==> src/rtl/ysyx_24110006_arb.sv <==
// Two-master AXI read arbiter: IFU and LSU share one downstream read port.
// A grant is held from the address handshake through the last data beat,
// so bursts are never interleaved between masters.
module ysyx_24110006_arb #(
    parameter int ARB_MODE = 0
) (
    input  logic        i_clock,
    input  logic        i_reset,

    input  logic [31:0] i_ifu_araddr,
    input  logic        i_ifu_arvalid,
    input  logic [3:0]  i_ifu_arid,
    input  logic [7:0]  i_ifu_arlen,
    input  logic [2:0]  i_ifu_arsize,
    input  logic [1:0]  i_ifu_arburst,
    output logic        o_ifu_arready,
    output logic [31:0] o_ifu_rdata,
    output logic        o_ifu_rvalid,
    output logic [1:0]  o_ifu_rresp,
    output logic [3:0]  o_ifu_rid,
    output logic        o_ifu_rlast,
    input  logic        i_ifu_rready,

    input  logic [31:0] i_lsu_araddr,
    input  logic        i_lsu_arvalid,
    input  logic [3:0]  i_lsu_arid,
    input  logic [7:0]  i_lsu_arlen,
    input  logic [2:0]  i_lsu_arsize,
    input  logic [1:0]  i_lsu_arburst,
    output logic        o_lsu_arready,
    output logic [31:0] o_lsu_rdata,
    output logic        o_lsu_rvalid,
    output logic [1:0]  o_lsu_rresp,
    output logic [3:0]  o_lsu_rid,
    output logic        o_lsu_rlast,
    input  logic        i_lsu_rready,

    output logic [31:0] o_axi_araddr,
    output logic        o_axi_arvalid,
    output logic [3:0]  o_axi_arid,
    output logic [7:0]  o_axi_arlen,
    output logic [2:0]  o_axi_arsize,
    output logic [1:0]  o_axi_arburst,
    input  logic        i_axi_arready,
    input  logic [31:0] i_axi_rdata,
    input  logic        i_axi_rvalid,
    input  logic [1:0]  i_axi_rresp,
    input  logic [3:0]  i_axi_rid,
    input  logic        i_axi_rlast,
    output logic        o_axi_rready,

    output logic        o_busy
);

    typedef enum logic [2:0] {
        IDLE   = 3'd0,
        IFU_AR = 3'd1,
        IFU_R  = 3'd2,
        LSU_AR = 3'd3,
        LSU_R  = 3'd4
    } state_t;

    state_t state;
    logic   last_lsu;
    logic   lsu_wins;
    logic   ifu_ar;
    logic   ifu_r;
    logic   lsu_ar;
    logic   lsu_r;

    // LSU takes a contested slot in fixed mode, or in round-robin mode when IFU had the last grant
    assign lsu_wins = i_lsu_arvalid &&
                      (!i_ifu_arvalid || (ARB_MODE == 0) || !last_lsu);

    // Routing is suppressed while reset is held so nothing leaks out before the state settles
    assign ifu_ar = (state == IFU_AR) && !i_reset;
    assign ifu_r  = (state == IFU_R)  && !i_reset;
    assign lsu_ar = (state == LSU_AR) && !i_reset;
    assign lsu_r  = (state == LSU_R)  && !i_reset;

    assign o_busy = (state != IDLE);

    // Grant FSM: decide in IDLE, hold through AR handshake and every data beat up to rlast
    always_ff @(posedge i_clock) begin
        if (i_reset) begin
            state    <= IDLE;
            last_lsu <= 1'b0;
        end else begin
            case (state)
                IDLE: begin
                    if (lsu_wins) begin
                        state    <= LSU_AR;
                        last_lsu <= 1'b1;
                    end else if (i_ifu_arvalid) begin
                        state    <= IFU_AR;
                        last_lsu <= 1'b0;
                    end
                end
                IFU_AR: if (i_ifu_arvalid && i_axi_arready) state <= IFU_R;
                IFU_R:  if (i_axi_rvalid && i_ifu_rready && i_axi_rlast) state <= IDLE;
                LSU_AR: if (i_lsu_arvalid && i_axi_arready) state <= LSU_R;
                LSU_R:  if (i_axi_rvalid && i_lsu_rready && i_axi_rlast) state <= IDLE;
                default: state <= IDLE;
            endcase
        end
    end

    // Steer AR and R channels between the granted master and the shared port; everything else reads zero
    always_comb begin
        o_axi_araddr  = 32'd0;
        o_axi_arvalid = 1'b0;
        o_axi_arid    = 4'd0;
        o_axi_arlen   = 8'd0;
        o_axi_arsize  = 3'd0;
        o_axi_arburst = 2'd0;
        o_axi_rready  = 1'b0;
        o_ifu_arready = 1'b0;
        o_ifu_rdata   = 32'd0;
        o_ifu_rvalid  = 1'b0;
        o_ifu_rresp   = 2'd0;
        o_ifu_rid     = 4'd0;
        o_ifu_rlast   = 1'b0;
        o_lsu_arready = 1'b0;
        o_lsu_rdata   = 32'd0;
        o_lsu_rvalid  = 1'b0;
        o_lsu_rresp   = 2'd0;
        o_lsu_rid     = 4'd0;
        o_lsu_rlast   = 1'b0;
        if (ifu_ar) begin
            o_axi_araddr  = i_ifu_araddr;
            o_axi_arvalid = i_ifu_arvalid;
            o_axi_arid    = i_ifu_arid;
            o_axi_arlen   = i_ifu_arlen;
            o_axi_arsize  = i_ifu_arsize;
            o_axi_arburst = i_ifu_arburst;
            o_ifu_arready = i_axi_arready;
        end
        if (lsu_ar) begin
            o_axi_araddr  = i_lsu_araddr;
            o_axi_arvalid = i_lsu_arvalid;
            o_axi_arid    = i_lsu_arid;
            o_axi_arlen   = i_lsu_arlen;
            o_axi_arsize  = i_lsu_arsize;
            o_axi_arburst = i_lsu_arburst;
            o_lsu_arready = i_axi_arready;
        end
        if (ifu_r) begin
            o_ifu_rdata  = i_axi_rdata;
            o_ifu_rvalid = i_axi_rvalid;
            o_ifu_rresp  = i_axi_rresp;
            o_ifu_rid    = i_axi_rid;
            o_ifu_rlast  = i_axi_rlast;
            o_axi_rready = i_ifu_rready;
        end
        if (lsu_r) begin
            o_lsu_rdata  = i_axi_rdata;
            o_lsu_rvalid = i_axi_rvalid;
            o_lsu_rresp  = i_axi_rresp;
            o_lsu_rid    = i_axi_rid;
            o_lsu_rlast  = i_axi_rlast;
            o_axi_rready = i_lsu_rready;
        end
    end

endmodule

==> config.mk <==
export PLATFORM = sky130hd
export DESIGN_NAME = ysyx_24110006_arb
export DESIGN_NICKNAME = d
export VERILOG_FILES = /design/src/rtl/ysyx_24110006_arb.sv
export SDC_FILE = /design/constraint.sdc
export NUM_CORES = 1
export LEC_CHECK = 0
export ABC_AREA = 1
export BUFFER_PORTS_ARGS = -buffer_cell sky130_fd_sc_hd__buf_2
export CAP_MARGIN = 20
export CORE_AREA = 2 2 107 109
export CTS_CLUSTER_SIZE = 25
export DETAILED_ROUTE_END_ITERATION = 7
export DIE_AREA = 0 0 109 111
export GPL_ROUTABILITY_DRIVEN = 0
export PLACE_DENSITY = 0.46
export REMOVE_ABC_BUFFERS = 1
export SETUP_SLACK_MARGIN = 0.4
export SYNTH_ARGS = -nofsm -noshare
export SYNTH_HDL_FRONTEND = slang
export SYNTH_SLANG_ARGS = --single-unit
==> constraint.sdc <==
create_clock -name i_clock -period 1.6 [get_ports i_clock]
set_clock_uncertainty 0.2 [all_clocks]
set_input_delay 0.24 -clock i_clock [delete_from_list [all_inputs] [get_ports i_clock]]
set_output_delay 0.24 -clock i_clock [all_outputs]
set_load 0.02 [all_outputs]
==> flow_summary.yaml, run 1 <==
run_status:
  status: "complete, but fails checks"
  violations: "setup timing"
worst_setup_path:
  r2r_end: "state[1]"
  critical_path_class: "flop to output pin"
  slowest_stage: "dfxtp_2"
  end_kind: "output pin"
  r2r_setup_slack_ns: -0.14
  max_stage_delay_ns: 0.33
  r2r-start: "state[2]"
  ff2ff_path_depth: 12
  arrival_ns: 1.49
  crit_chain: "buf_4, nor2_4, nand3_4, buf_12, o22ai_2, buf_6"
  cp-start-kind: "flop"
  crit_required_ns: 1.16
  critPathMaxFanout: 11
cts:
  cts.sinks: 3
  htree_levels: 1
  clockBufferDepth: 2
  cts_root_buffer: "clkbuf_16"
  cts_tree: "done"
  cts-buffers-inserted: 3
  clk_latency_ns: 0.23
  clk_pin_slew_ns: 0.03
cells_and_area:
  reg.largest.list: "state (3)"
  postLayoutCellArea_um2: 4380
  layout-drive-gt1-share: 0.610
  regMostFlops: "state"
  fin_nets: 792
  antennaDiodeCount: 0
  areaGrowthSynthToFinish_pct: 189
  largest_reg_flops: 3
  fillers: 1176
power:
  vdd_drop_max_uv: 316
  power_density_nw_per_um2: 937
  power.leakage_nw: 2.60
run:
  cap_violations: 0
timing:
  period_share: 1.20
  hold_viol: 0
  holdWs_ns: 0.237
  worstMarginPinSlew_ns: 0.256
  final.min_clock_period_ns: 1.93
  fin_ws_ns: -0.325
  relSlewSlack: 0.829
  setup_viol: 136
  slew_viol_final: 0
  finalSetupTns_ns: -33.83
  rsz0062_at_grt: "yes"
  clock.fmax_mhz: 519
yosys:
  synth_flop_cell: "dfxtp_1"
  ys_seq_area_frac: 0.0396
  syn_area_um2: 1520
  synth_area_leaders: "inv_1 (25%), nor2_1 (23%), nand3_1 (19%), o21ai_0 (17%), dfxtp_1 (4.0%)"
  ys_async_sr_fraction: 0
  synth_cell_types: 11
  syn_inst: 347
  syn_avg_cell_area_um2: 4.37
  ys_warn_count: 0
  synth_top_area_cell: "inv_1"
  ys_top_cells_by_count: "inv_1 (99), nor2_1 (93), nand3_1 (59)"
  synth-edff-count: 0
  yosysMostFrequentCell: "inv_1"
  ys_seq_elements: 3
  synth_top_area_frac: 0.245
worst_hold_path:
  holdCritPathClass: "primary input to flop"
  min_from: "i_lsu_arvalid"
  holdPathEnd: "state[1]"
  hold_depth: 5
die:
  dieHeight_um: 111
  io_pins: 279
  core.rowCount: 39
  dieArea_um2: 12100
  core_area_um2: 11100
  die_w_um: 109
  initial_core_util: 0.137
global_route:
  grt_max_degree: 42
  gr-total-overflow: 0
  grtUsageTotal: 0.160
  grt_pass1_vias: 3151
  antenna_found_initial: 0
  grt_pass1_wl_um: 15300
detailed_routing:
  route.detailed.drc: 0
  final_antenna_net_count: 0
  wire_per_inst_um: 13.4
  dr_total_vias: 3242
  dr.pass1.iters: 4
  drtIter0Drc: 138
  avgViaCountPerCell: 4.11
  wl_um: 10600
place:
  dp_hpwl_um: 8200
  port_buffers: 278
  dpl_cell_area_um2: 3270
  dp_slack_ns: -0.224
==> layout by cell type, fill, tap and decap left out, drive strengths merged <==
cell type / instances
clkbuf: 6
dfxtp: 3
buf: 317
nor2: 95
o21ai: 51
inv: 99
nand4: 2
nand3: 59
nand2: 12
o22ai: 2
==> kinds of logic after synthesis <==
family | count (synthesis) | synth area share
and+or+nand+nor | 168 | 0.471
DFF | 3 | 0.0396
AOI/OAI and AO/OA | 53 | 0.177
buffers and inverters | 123 | 0.313
==> critical path, delay by kind of cell, from the launching register on <==
kind	cells	cell delay, ns
simple gates	2	0.29
compound gates	1	0.16
buf+inv	3	0.48
flops	1	0.33
==> how the worst max path moves through the flow <==
stage,from,endpoint
after global placement,i_reset,o_axi_arlen[0]
after global routing,state[2],o_axi_araddr[20]
after detailed placement,i_reset,o_axi_arlen[0]
final,state[1],o_axi_rready
after CTS,state[1],o_axi_araddr[29]
after floorplan,i_reset,o_axi_rready
==> layout make-up <==
cell class	instances	area, um^2	share of cell area
clock buffer	4	78.8	0.0180
multi-input combinational	221	1310	0.299
inverter	99	372	0.0849
sequential	3	66.3	0.0152
timing repair buffer	319	2370	0.542
tap	143	179	0.0409
==> where the power goes <==
part	switching [W]	internal (W)	leakage, nW
logic	0.00192	0.00161	2.53
registers	0.0000412	0.000124	0.0261
clock network	0.0000758	0.000329	0.0382
total	0.00203	0.00207	2.60
==> per-stage QoR <==
step	total power [W]	util	cells
finish	0.00410	0.395	789
global route	0.00439	0.395	789
CTS	0.00385	0.364	785
detailed placement	0.00275	0.295	771
global placement	0.00275	0.295	771
floorplan	0.00152	-	323
==> repair_timing <==
action | 4_1_cts | 5_1_grt
hold buffers | 0 | 0
gates resized for setup | 206 | 83
setup endpoints to repair | 137 | 137
pin swaps | 4 | 4
buffers inserted | 6 | 2
gates cloned | 4 | 2
==> per-layer routing <==
layer / track usage / wire length (um) / up-vias
li1: - / - / 1636
met1: 0.176 / 3980 / 1422
met2: 0.308 / 5550 / 176
met3: 0.0276 / 922 / 8
met4: 0.0376 / 120 / 0
met5: 0 / 0 / -
Note: power is estimated with default switching activity, not from simulation.
==> run 2, diff against run 1 <==
Settings changed: REMOVE_ABC_BUFFERS 1 to unset.
==> run 2 against run 1 <==
Compared with the run above: the flow still finishes with violations (setup timing); critical path type unchanged; first-iteration DRC count down 33%; critical path depth up 1; cell count up 0.76%; clock-buffer cell count unchanged.
==> flow_summary.yaml, run 2 (synthesis results as in run 1) <==
run_status:
  status: "complete, but fails checks"
  violations: "setup timing"
die:
  core.rowCount: 39
  io_pins: 279
  die_w_um: 109
  dieHeight_um: 111
  core_area_um2: 11100
  dieArea_um2: 12100
  initial_core_util: 0.137
global_route:
  grt_max_degree: 28
  grtUsageTotal: 0.158
  antenna_found_initial: 1
  gr-total-overflow: 0
  grt_pass1_vias: 3228
  grt_pass1_wl_um: 15400
worst_hold_path:
  hold_depth: 5
  holdCritPathClass: "primary input to flop"
  min_from: "i_lsu_arvalid"
  holdPathEnd: "state[1]"
power:
  power_density_nw_per_um2: 899
  power.total_w: 0.00558
  vdd_drop_max_uv: 461
  power.leakage_nw: 2.92
detailed_routing:
  route.detailed.drc: 0
  avgViaCountPerCell: 4.24
  dr.pass1.iters: 4
  wl_um: 11700
  final_antenna_net_count: 0
  dr_total_vias: 3371
  wire_per_inst_um: 14.7
  drtIter0Drc: 93
cts:
  clk_latency_ns: 0.23
  cts.sinks: 3
  cts-buffers-inserted: 3
  cts_root_buffer: "clkbuf_16"
  cts_tree: "done"
  htree_levels: 1
  clk_pin_slew_ns: 0.03
  clockBufferDepth: 2
cells_and_area:
  reg.largest.list: "state (3)"
  final_core_utilization: 0.561
  final_common_cell: "buf_2"
  layout-drive-gt1-share: 0.813
  antennaDiodeCount: 0
  areaGrowthSynthToFinish_pct: 309
  largest_reg_flops: 3
  fin_nets: 798
  layout_common_cells: "buf_2 (191), inv_1 (96), buf_6 (96)"
  regMostFlops: "state"
  postLayoutCellArea_um2: 6210
  fillers: 949
worst_setup_path:
  r2r-start: "state[0]"
  crit_chain: "nand2_4, nor2_4, buf_6, clkbuf_16, nand3_2, o21ai_4, buf_6"
  r2r_setup_slack_ns: -0.11
  slowest_stage: "dfxtp_4"
  max_stage_delay_ns: 0.38
  crit_path_frequent_cell: "buf_6"
  ff2ff_path_depth: 10
  end_kind: "output pin"
  r2r_end: "state[0]"
  cp-start-kind: "flop"
  crit_required_ns: 1.16
  arrival_ns: 1.44
  critical_path_class: "flop to output pin"
  critPathMaxFanout: 8
  crit_family: "buffers and inverters"
  crit_buf_inv: 3
timing:
  clock.fmax_mhz: 532
  fin_ws_ns: -0.281
  rsz0062_at_grt: "yes"
  relSlewSlack: 0.766
  finalSetupTns_ns: -29.50
  final.min_clock_period_ns: 1.88
  hold_viol: 0
  slew_viol_final: 0
  worstMarginPinSlew_ns: 0.347
  period_share: 1.18
  setup_viol: 136
place:
  port_buffers: 278
  dp_hpwl_um: 8160
  dp_slack_ns: -0.0983
  dpl_cell_area_um2: 4430
run:
  cap_violations: 0
yosys:
  syn_nets: 492
==> run 2: stage by stage <==
stage / cells / hold slack (ns)
floorplan: 347 / 0.299
global placement: 767 / 0.452
detailed placement: 767 / 0.450
CTS: 780 / 0.219
global route: 795 / 0.269
finish: 795 / 0.228
==> run 2: cell type report <==
cell class	count	area, um^2	share of cell area
tap	143	179	0.0288
timing repair buffer	325	2730	0.440
sequential	3	71.3	0.0115
multi-input combinational	221	2780	0.447
inverter	99	374	0.0602
clock buffer	4	78.8	0.0127
==> run 2: timing repair <==
action | in CTS | in global routing
resized for setup | 164 | 150
gates cloned | 3 | 11
setup endpoints to repair | 137 | 137
hold buffers | 0 | 0
pin swaps | 3 | 10
setup buffers | 6 | 4
==> run 2: how the worst max path moves through the flow <==
stage | startpoint | endpoint | slack, ns | cells past startpoint
after global routing | state[1] | o_axi_araddr[18] | -0.34 | 7
after CTS | state[0] | o_axi_arid[0] | -0.29 | 5
after global placement | state[1] | o_axi_araddr[25] | -0.09 | 6
after detailed placement | state[1] | o_axi_araddr[27] | -0.1 | 6
final | state[0] | o_axi_araddr[18] | -0.28 | 7
after floorplan | state[2] | o_axi_arvalid | 0.06 | 4
==> run 2: tightest hold or removal path, stage by stage <==
cell and delay [ns]:
buf_2 0.10, o21ai_0 0.09, nand3_2 0.08, nand2_1 0.04, nor2_1 0.07
==> run 2: where the power goes <==
part / total, W / switching [W] / internal, W
sequential: 0.000213 / 0.0000788 / 0.000135
combinational: 0.00496 / 0.00267 / 0.00229
clock: 0.000403 / 0.0000735 / 0.000329
total: 0.00558 / 0.00282 / 0.00276
==> run 2: routing by layer <==
layer | wire length, um | global-route usage | part of all wire | vias up
met1 | 3780 | 0.154 | 0.32 | 1522
met2 | 6780 | 0.326 | 0.58 | 170
met3 | 1020 | 0.0364 | 0.087 | 8
li1 | - | - | - | 1669
met5 | 13 | 0 | 0.0011 | -
met4 | 95 | 0.0265 | 0.0081 | 2
==> run 3, diff against run 2 <==
Settings changed: ABC_AREA 1 to unset, CORE_AREA 2 2 107 109 to 2 2 108 110, DIE_AREA 0 0 109 111 to 0 0 110 112, GPL_TIMING_DRIVEN set to 0, PLACE_DENSITY 0.46 to 0.43.
==> run 3 against run 2 <==
Compared with the run above: the run still ends with setup timing left; sequential share of layout area rose by 0.12 points; highest routed layer is now met4; total power fell by 18%; maximum frequency fell by 7.8%; critical path type unchanged; synthesized area fell by 14%; worst setup slack got worse by 0.16 ns.
==> flow_summary.yaml, run 3 <==
yosys:
  synth_area_leaders: "and2_1 (39%), a22o_1 (34%), buf_2 (5.0%), dfxtp_1 (4.6%), clkbuf_1 (2.3%)"
  ys_warn_count: 0
  synth-edff-count: 0
  syn_nets: 330
  syn_area_um2: 1300
  syn_avg_cell_area_um2: 7.03
  syn_inst: 185
  ys_async_sr_fraction: 0
  ys_seq_elements: 3
  synth_top_area_frac: 0.395
  yosysMostFrequentCell: "and2_1"
  synth_cell_types: 25
  synth_flop_cell: "dfxtp_1"
  synth_top_area_cell: "and2_1"
  ys_top_cells_by_count: "and2_1 (82), a22o_1 (50), buf_2 (13)"
  ys_seq_area_frac: 0.0462
cells_and_area:
  largest_reg_flops: 3
  regMostFlops: "state"
  fillers: 1065
  final_cells: 640
  final_core_utilization: 0.467
  areaGrowthSynthToFinish_pct: 301
  fin_nets: 643
  reg.largest.list: "state (3)"
  final_common_cell: "buf_2"
  layout_common_cells: "buf_2 (144), buf_6 (142), and2_4 (82)"
  layout-drive-gt1-share: 0.970
  antennaDiodeCount: 0
die:
  dieHeight_um: 112
  core.rowCount: 39
  core_area_um2: 11200
  io_pins: 279
  die_w_um: 110
  dieArea_um2: 12300
  initial_core_util: 0.116
run:
  cap_violations: 0
power:
  power_density_nw_per_um2: 880
  power.total_w: 0.00459
  power.leakage_nw: 2.75
  vdd_drop_max_uv: 443
timing:
  final.min_clock_period_ns: 2.04
  clock.fmax_mhz: 490
  worstMarginPinSlew_ns: 0.268
  period_share: 1.28
  setup_viol: 136
  finalSetupTns_ns: -50.52
  rsz0062_at_grt: "yes"
  relSlewSlack: 0.821
  hold_viol: 0
  slew_viol_final: 0
  fin_ws_ns: -0.441
run_status:
  status: "complete, but fails checks"
  violations: "setup timing"
worst_setup_path:
  cp-start-kind: "flop"
  critPathMaxFanout: 8
  end_kind: "output pin"
  arrival_ns: 1.60
  r2r_setup_slack_ns: -0.08
  critical_path_class: "flop to output pin"
  crit_required_ns: 1.16
place:
  dp_hpwl_um: 7110
  port_buffers: 277
  dp.cells: 605
  dp_slack_ns: -0.641
cts:
  htree_levels: 1
  clk_latency_ns: 0.23
  cts_root_buffer: "clkbuf_16"
  clk_pin_slew_ns: 0.03
  clockBufferDepth: 2
  cts-buffers-inserted: 3
  cts.sinks: 3
  cts_tree: "done"
global_route:
  grt_max_degree: 11
  gr-total-overflow: 0
  antenna_found_initial: 0
  grtUsageTotal: 0.139
  grt_pass1_vias: 2836
  grt_pass1_wl_um: 13800
detailed_routing:
  wire_per_inst_um: 15.6
  final_antenna_net_count: 0
  dr.pass1.iters: 3
  dr_total_vias: 2742
  wl_um: 10000
  avgViaCountPerCell: 4.28
  route.detailed.drc: 0
  drtIter0Drc: 54
worst_hold_path:
  holdCritPathClass: "primary input to flop"
[run 3: cell types whose count changed after synthesis, moves of 6 or more]
cell,previous run,this run
inv_1,99,2
nor2_1,93,2
and2_1,0,82
nand3_1,59,3
a22o_1,0,50
o21ai_0,51,1
nand2_1,12,4
clkbuf_1,14,8
[run 3: through the flow]
| step | area, um^2 | hold slack [ns] |
|---|---|---|
| global placement | 3520 | 0.382 |
| CTS | 4830 | 0.145 |
| detailed placement | 3520 | 0.391 |
| global route | 5220 | 0.197 |
| floorplan | 1960 | 0.218 |
| finish | 5220 | 0.180 |
[run 3: final cells by class]
type	instances	area [um^2]	area share
buffer	22	363	0.0696
clock buffer	4	78.8	0.0151
inverter	2	15.0	0.00288
multi-input combinational	158	1840	0.352
sequential	3	66.3	0.0127
tap	143	179	0.0343
timing repair buffer	308	2680	0.513
[run 3: cell families after synthesis]
logic type	count (synthesis)	share of synthesized area
buffers and inverters	24	0.0847
muxes	2	0.0164
AOI/OAI and AO/OA	57	0.378
DFF	3	0.0462
and+or+nand+nor	99	0.474
[run 3: final timing paths]
| check | to | startpoint | depth (start not counted) |
|---|---|---|---|
| worst min-delay path | state[0] | i_ifu_arvalid | 3 |
| worst max register to register | state[1] | state[2] | 9 |
| worst max-delay path | o_axi_arlen[0] | state[2] | 7 |
| worst min register to register | state[1] | state[1] | 3 |
[run 3: worst max-delay path, stage by stage (launching register included)]
cell and delay (ns):
dfxtp_2 0.31, buf_6 0.13, nor2_4 0.04, and3_4 0.21
buf_12 0.15, clkbuf_16 0.16, a22o_4 0.24, buf_6 0.13
[run 3: what timing repair did]
action                                  CTS  global route
endpoints found under the setup margin  137           137
pin swaps                                52            89
hold buffers                              0             0
buffers inserted                          9             7
resized for setup                       346            81
gates cloned                              9             6
[run 3: power by group]
part           internal (W)  leakage, nW  switching [W]
clock network      0.000329       0.0382      0.0000748
registers          0.000117       0.0261      0.0000466
logic               0.00227         2.68        0.00175
[run 3: layer usage]
metal | global-route usage | vias up | wire length [um]
met5 | 0 | - | 0
met4 | 0.0203 | 0 | 80
met3 | 0.0293 | 8 | 832
met2 | 0.295 | 162 | 5740
met1 | 0.132 | 1276 | 3350
li1 | - | 1296 | -
